[src/rtl/lzw_code_packer.sv]
// -----------------------------------------------------------------------------
// lzw_code_packer
//
// Packs variable-width LZW codes LSB-first into fixed OUT_W-bit words. Codes
// are appended to an accumulator at the current fill position. Whenever a full
// word is available and the output slot is free, it moves into a single output
// register. A flush request drains the remaining bits as a final, possibly
// partial, word marked out_last. A flush with nothing buffered produces a
// zero-length terminator word.
//
// Ports
//   clk        single clock, rising edge
//   rst        synchronous, active-high reset
//   in_valid   a code is offered
//   in_ready   a code can be accepted this cycle (combinational)
//   in_code    code value, LSB-aligned
//   in_width   number of valid low bits of in_code (0..CODE_W)
//   flush      single-cycle request to emit all buffered bits and end stream
//   out_valid  out_data / out_bits / out_last are valid
//   out_ready  consumer accepts the output word
//   out_data   packed bits, first code at bit 0
//   out_bits   number of meaningful bits in out_data (0..OUT_W)
//   out_last   final word of a flushed stream
//   idle       RUN state, empty accumulator, no pending output
// -----------------------------------------------------------------------------
module lzw_code_packer #(
  parameter int CODE_W = 13,
  parameter int OUT_W  = 64
) (
  input  logic              clk,
  input  logic              rst,
  input  logic              in_valid,
  output logic              in_ready,
  input  logic [CODE_W-1:0] in_code,
  input  logic [3:0]        in_width,
  input  logic              flush,
  output logic              out_valid,
  input  logic              out_ready,
  output logic [OUT_W-1:0]  out_data,
  output logic [6:0]        out_bits,
  output logic              out_last,
  output logic              idle
);

  localparam int ACC_W  = OUT_W + CODE_W;
  localparam int FILL_W = $clog2(ACC_W);
  localparam logic [FILL_W-1:0] OUT_W_F = FILL_W'(OUT_W);

  typedef enum logic {S_RUN, S_FLUSH} state_t;

  state_t             r_state;
  logic [ACC_W-1:0]   r_acc;
  logic [FILL_W-1:0]  r_fill;
  logic               r_out_valid;
  logic [OUT_W-1:0]   r_out_data;
  logic [6:0]         r_out_bits;
  logic               r_out_last;

  logic               w_slot_free;
  logic               w_accept;
  logic               w_load_full;
  logic               w_load_last;
  logic [CODE_W-1:0]  w_code_mask;
  logic [ACC_W-1:0]   w_code_ins;
  logic [FILL_W-1:0]  w_fill_add;

  assign w_slot_free = !r_out_valid || out_ready;

  // Input is only taken below one word of fill, so appending and emitting a
  // word are mutually exclusive within a cycle.
  assign in_ready = !rst && (r_state == S_RUN) && (r_fill < OUT_W_F);
  assign w_accept = in_valid && in_ready;

  // In RUN a word leaves as soon as fill reaches OUT_W. In FLUSH exactly OUT_W
  // bits go out as the last word rather than a full word followed by an
  // empty terminator.
  assign w_load_full = w_slot_free &&
                       (((r_state == S_RUN)   && (r_fill >= OUT_W_F)) ||
                        ((r_state == S_FLUSH) && (r_fill >  OUT_W_F)));
  assign w_load_last = w_slot_free && (r_state == S_FLUSH) && (r_fill <= OUT_W_F);

  // Masking bits at or above in_width keeps every accumulator bit above fill at
  // zero. That lets the final partial word be taken straight from the low bits.
  assign w_code_mask = ~({CODE_W{1'b1}} << in_width);
  assign w_code_ins  = {{OUT_W{1'b0}}, in_code & w_code_mask} << r_fill;
  assign w_fill_add  = r_fill + FILL_W'(in_width);

  // NOTE: sequential state is written with non-blocking assignments only, so
  // every register sees the pre-edge values of the others.
  always_ff @(posedge clk) begin
    if (rst) begin
      // NOTE: the accumulator is reset along with the control state. Bits left
      // above fill would otherwise leak into the first partial word.
      r_state     <= S_RUN;
      r_acc       <= '0;
      r_fill      <= '0;
      r_out_valid <= 1'b0;
      r_out_data  <= '0;
      r_out_bits  <= '0;
      r_out_last  <= 1'b0;
    end else begin
      // Handshake retires the current word; a same-cycle load below wins.
      if (r_out_valid && out_ready) begin
        r_out_valid <= 1'b0;
      end

      if (w_load_full) begin
        r_out_valid <= 1'b1;
        r_out_data  <= r_acc[OUT_W-1:0];
        r_out_bits  <= 7'(OUT_W);
        r_out_last  <= 1'b0;
        r_acc       <= r_acc >> OUT_W;
        r_fill      <= r_fill - OUT_W_F;
      end else if (w_load_last) begin
        r_out_valid <= 1'b1;
        r_out_data  <= r_acc[OUT_W-1:0];
        r_out_bits  <= 7'(r_fill);
        r_out_last  <= 1'b1;
        r_acc       <= '0;
        r_fill      <= '0;
      end else if (w_accept) begin
        r_acc       <= r_acc | w_code_ins;
        r_fill      <= w_fill_add;
      end

      case (r_state)
        S_RUN: begin
          if (flush) begin
            r_state <= S_FLUSH;
          end
        end
        S_FLUSH: begin
          if (w_load_last) begin
            r_state <= S_RUN;
          end
        end
        default: r_state <= S_RUN;
      endcase
    end
  end

  assign out_valid = r_out_valid;
  assign out_data  = r_out_data;
  assign out_bits  = r_out_bits;
  assign out_last  = r_out_last;
  assign idle      = !rst && (r_state == S_RUN) && (r_fill == '0) && !r_out_valid;

endmodule

[config.mk]
export PLATFORM = sky130hd
export DESIGN_NAME = lzw_code_packer
export DESIGN_NICKNAME = d
export VERILOG_FILES = /design/src/rtl/lzw_code_packer.sv
export SDC_FILE = /design/constraint.sdc
export NUM_CORES = 1
export LEC_CHECK = 0
export ABC_AREA = 1
export BUFFER_PORTS_ARGS = -buffer_cell sky130_fd_sc_hd__buf_2
export CORE_MARGIN = 10
export CORE_UTILIZATION = 41
export DETAILED_ROUTE_END_ITERATION = 12
export GPL_ROUTABILITY_DRIVEN = 0
export PLACE_DENSITY = 0.59
export SLEW_MARGIN = 20
export SYNTH_ARGS = -nofsm -noshare
export SYNTH_HDL_FRONTEND = slang
export SYNTH_SLANG_ARGS = --single-unit
[constraint.sdc]
create_clock -name clk -period 5 [get_ports clk]
set_input_delay 1.25 -clock clk [delete_from_list [all_inputs] [get_ports clk]]
set_output_delay 1.25 -clock clk [all_outputs]
set_load 0.05 [all_outputs]
==> flow_metrics.env <==
export IMPL_outcome="complete, no violations"
export IMPL_ctsLongestPathBuffers=2
export IMPL_required_ns=3.75
export IMPL_grt_usage_pct=17.87
export IMPL_final_setup_tns_ns=0
export IMPL_final_core_util_pct=48.54
export IMPL_syn_area_sq_um=7161
export IMPL_nNetsFinal=1078
export IMPL_drt_iter0_drc=516
export IMPL_grt_start_max_net_pins=115
export IMPL_rsz0062_at_grt="false"
export IMPL_routed_via_density=5.258
export IMPL_worstSetupPathType="in -> out"
export IMPL_die_x_microns=152.2
export IMPL_final_cell_mix="158 x dfxtp_1, 136 x a21oi_1, 129 x nand2_1, 120 x nand3_1, 112 x inv_1"
export IMPL_grt_pass1_vias=6332
export IMPL_holdCritPathClass="reg -> reg"
export IMPL_cts_resized=0
export IMPL_maxCapViolCount=0
export IMPL_ctsHoldBuffers=0
export IMPL_cts_buffers=17
export IMPL_numClockSinks=158
export IMPL_seq_power_share_pct=38.7
export IMPL_ios=97
export IMPL_power_switching_mw=1.170
export IMPL_path_buf_inv=2
export IMPL_power_density_nw_per_um2=426.8
export IMPL_cts_root_buffer="clkbuf_16"
export IMPL_htreeDepth=4
export IMPL_tritoncts="built"
export IMPL_end_kind="primary output"
export IMPL_fin_cells=1289
export IMPL_synth_cell_types=37
export IMPL_tightest_slew_ns=0.9401
export IMPL_postSynthAreaPerCell_sq_um=7.240
export IMPL_num_vias=6777
export IMPL_row_count=48
export IMPL_drv_slew=0
export IMPL_arrival_ns=2.02
export IMPL_fin_crit_sh_pct=65.45
export IMPL_ys_seq_area_share_pct=44.17
export IMPL_cpMostUsedCell="buf_2"
export IMPL_vdd_drop_max_mv=0.2454
export IMPL_slowest_delay_ns=0.30
export IMPL_area_growth_pct=16.84
export IMPL_synth_edff_count=0
export IMPL_antenna_found_initial=0
export IMPL_synthFlopType="dfxtp_1"
export IMPL_dp_cells=1257
export IMPL_post_drt_wl_per_cell_microns=16.56
export IMPL_clock_fmax_ghz=0.3056
export IMPL_cts_setup_buffers=0
export IMPL_leakage_nw=3.507
export IMPL_core_region_area_sq_um=17240
export IMPL_dieArea_sq_um=23150
export IMPL_synth_fp_nets=1016
export IMPL_antenna_cells=0
export IMPL_clk_pin_slew_worst_paths_ns=0.07
export IMPL_intPower_mw=2.401
export IMPL_hold_viol=0
export IMPL_power_frac_clock_pct=40.5
export IMPL_gr_total_overflow=0
export IMPL_drc=0
export IMPL_wirelength_mm=21.35
export IMPL_io_buffers=96
export IMPL_final_common_cell="dfxtp_1"
export IMPL_slowest_stage="buf_2"
export IMPL_drt_pass1_iterations=5
export IMPL_netlist_instances=989
export IMPL_ant_nets=0
export IMPL_startpoint_type="input pin"
export IMPL_period_minus_slack_ns=3.273
export IMPL_clk_latency_ns=0.43
export IMPL_drive_above_1_share_pct=15.70
export IMPL_report_power_total_mw=3.571
export IMPL_grt_pass1_wl_mm=34.04
export IMPL_combPwrFrac_pct=20.9
export IMPL_yosys_warnings=0
export IMPL_async_flop_share_pct=0
export IMPL_relSlewSlack_pct=36.94
export IMPL_fp_dieH_microns=152.2
export IMPL_crit_family="buffers and inverters"
export IMPL_cp_max_fo=10
export IMPL_start_util_pct=41.54
export IMPL_cp_cell_sequence="buf_2 -> nor4_1 -> buf_2"
export IMPL_whs_ns=0.4302
export IMPL_swShare_pct=32.76
export IMPL_skew_ns=0.005072
export IMPL_finalSetupViolations=0
export IMPL_synth_ff_latch_count=158
export IMPL_dp_hpwl_mm=15.26
-- routing by layer --
layer  wire length, microns  vias to the layer above  global-route usage [%]
li1                       -                     3443                       -
met1                   9467                     3083                   22.63
met2                  10000                      211                   28.50
met3                   1333                       40                   4.601
met4                    539                        0                   6.832
met5                      0                        -                       0
-- synth_stat cells, types with 10 or more instances --
| master | number | area (sq um) |
|---|---|---|
| o21ai_1 | 14 | 70.07 |
| nand3_1 | 120 | 600.6 |
| o21ai_0 | 102 | 510.5 |
| a21oi_1 | 136 | 680.7 |
| buf_2 | 20 | 100.1 |
| nand4_1 | 25 | 156.4 |
| inv_2 | 10 | 37.54 |
| nor2_1 | 63 | 236.5 |
| dfxtp_1 | 158 | 3163 |
| inv_1 | 113 | 424.2 |
| clkbuf_1 | 32 | 120.1 |
| nand2_1 | 129 | 484.2 |
-- flip-flops by register name, indices dropped and copies added (netlist names) --
name	flops
out_bits	7
out_data	64
out_last	1
out_valid	1
r_acc	77
r_fill	7
r_state	1
-- cells by family after synthesis --
| family | Yosys count | synth area share [%] |
|---|---|---|
| adders and majority gates | 5 | 0.9785 |
| AOI/OAI and AO/OA | 275 | 20.13 |
| buffers and inverters | 185 | 10.36 |
| xor gates and xnor gates | 2 | 0.2447 |
| and+or+nand+nor | 364 | 24.11 |
| DFF | 158 | 44.17 |
-- power groups by stage --
stage / Clock, mW / Combinational (mW) / Sequential, mW
global route: 1.52 / 0.815 / 1.39
global placement: 0 / 0.737 / 1.41
floorplan: 0 / 0.389 / 1.57
detailed placement: 0 / 0.742 / 1.41
finish: 1.44 / 0.745 / 1.38
CTS: 1.46 / 0.746 / 1.38
-- worst min-delay path: cells and delay by family (launching register included) --
| kind | cells | cell delay [ns] |
|---|---|---|
| flops | 1 | 0.30 |
| buf+inv | 1 | 0.05 |
| simple gates | 1 | 0.04 |
-- worst paths after layout --
| path | start | to | slack [ns] | depth (start not counted) |
|---|---|---|---|---|
| min reg2reg | r_acc[76] | r_acc[76] | 0.43 | 2 |
| max | rst | idle | 1.73 | 3 |
| min | r_acc[76] | r_acc[76] | 0.43 | 2 |
| max reg2reg | r_fill[2] | r_acc[75] | 2.45 | 6 |
-- area by class of cell --
type,count,area [sq um]
Clock buffer,17,425.4
Clock inverter,15,231.5
Fill cell,1759,8870
Inverter,123,461.7
Multi-Input combinational cell,646,3256
Sequential cell,158,3163
Tap cell,225,281.5
Timing Repair Buffer,105,548.0
-- metrics by stage --
step,setup WS [ns],area (sq um)
after floorplan,0.7693,7161
after global placement,1.708,7710
after detailed placement,1.715,7710
after CTS,1.721,8367
after global routing,1.668,8367
final,1.727,8367
Power figures use the tool's default switching activity.
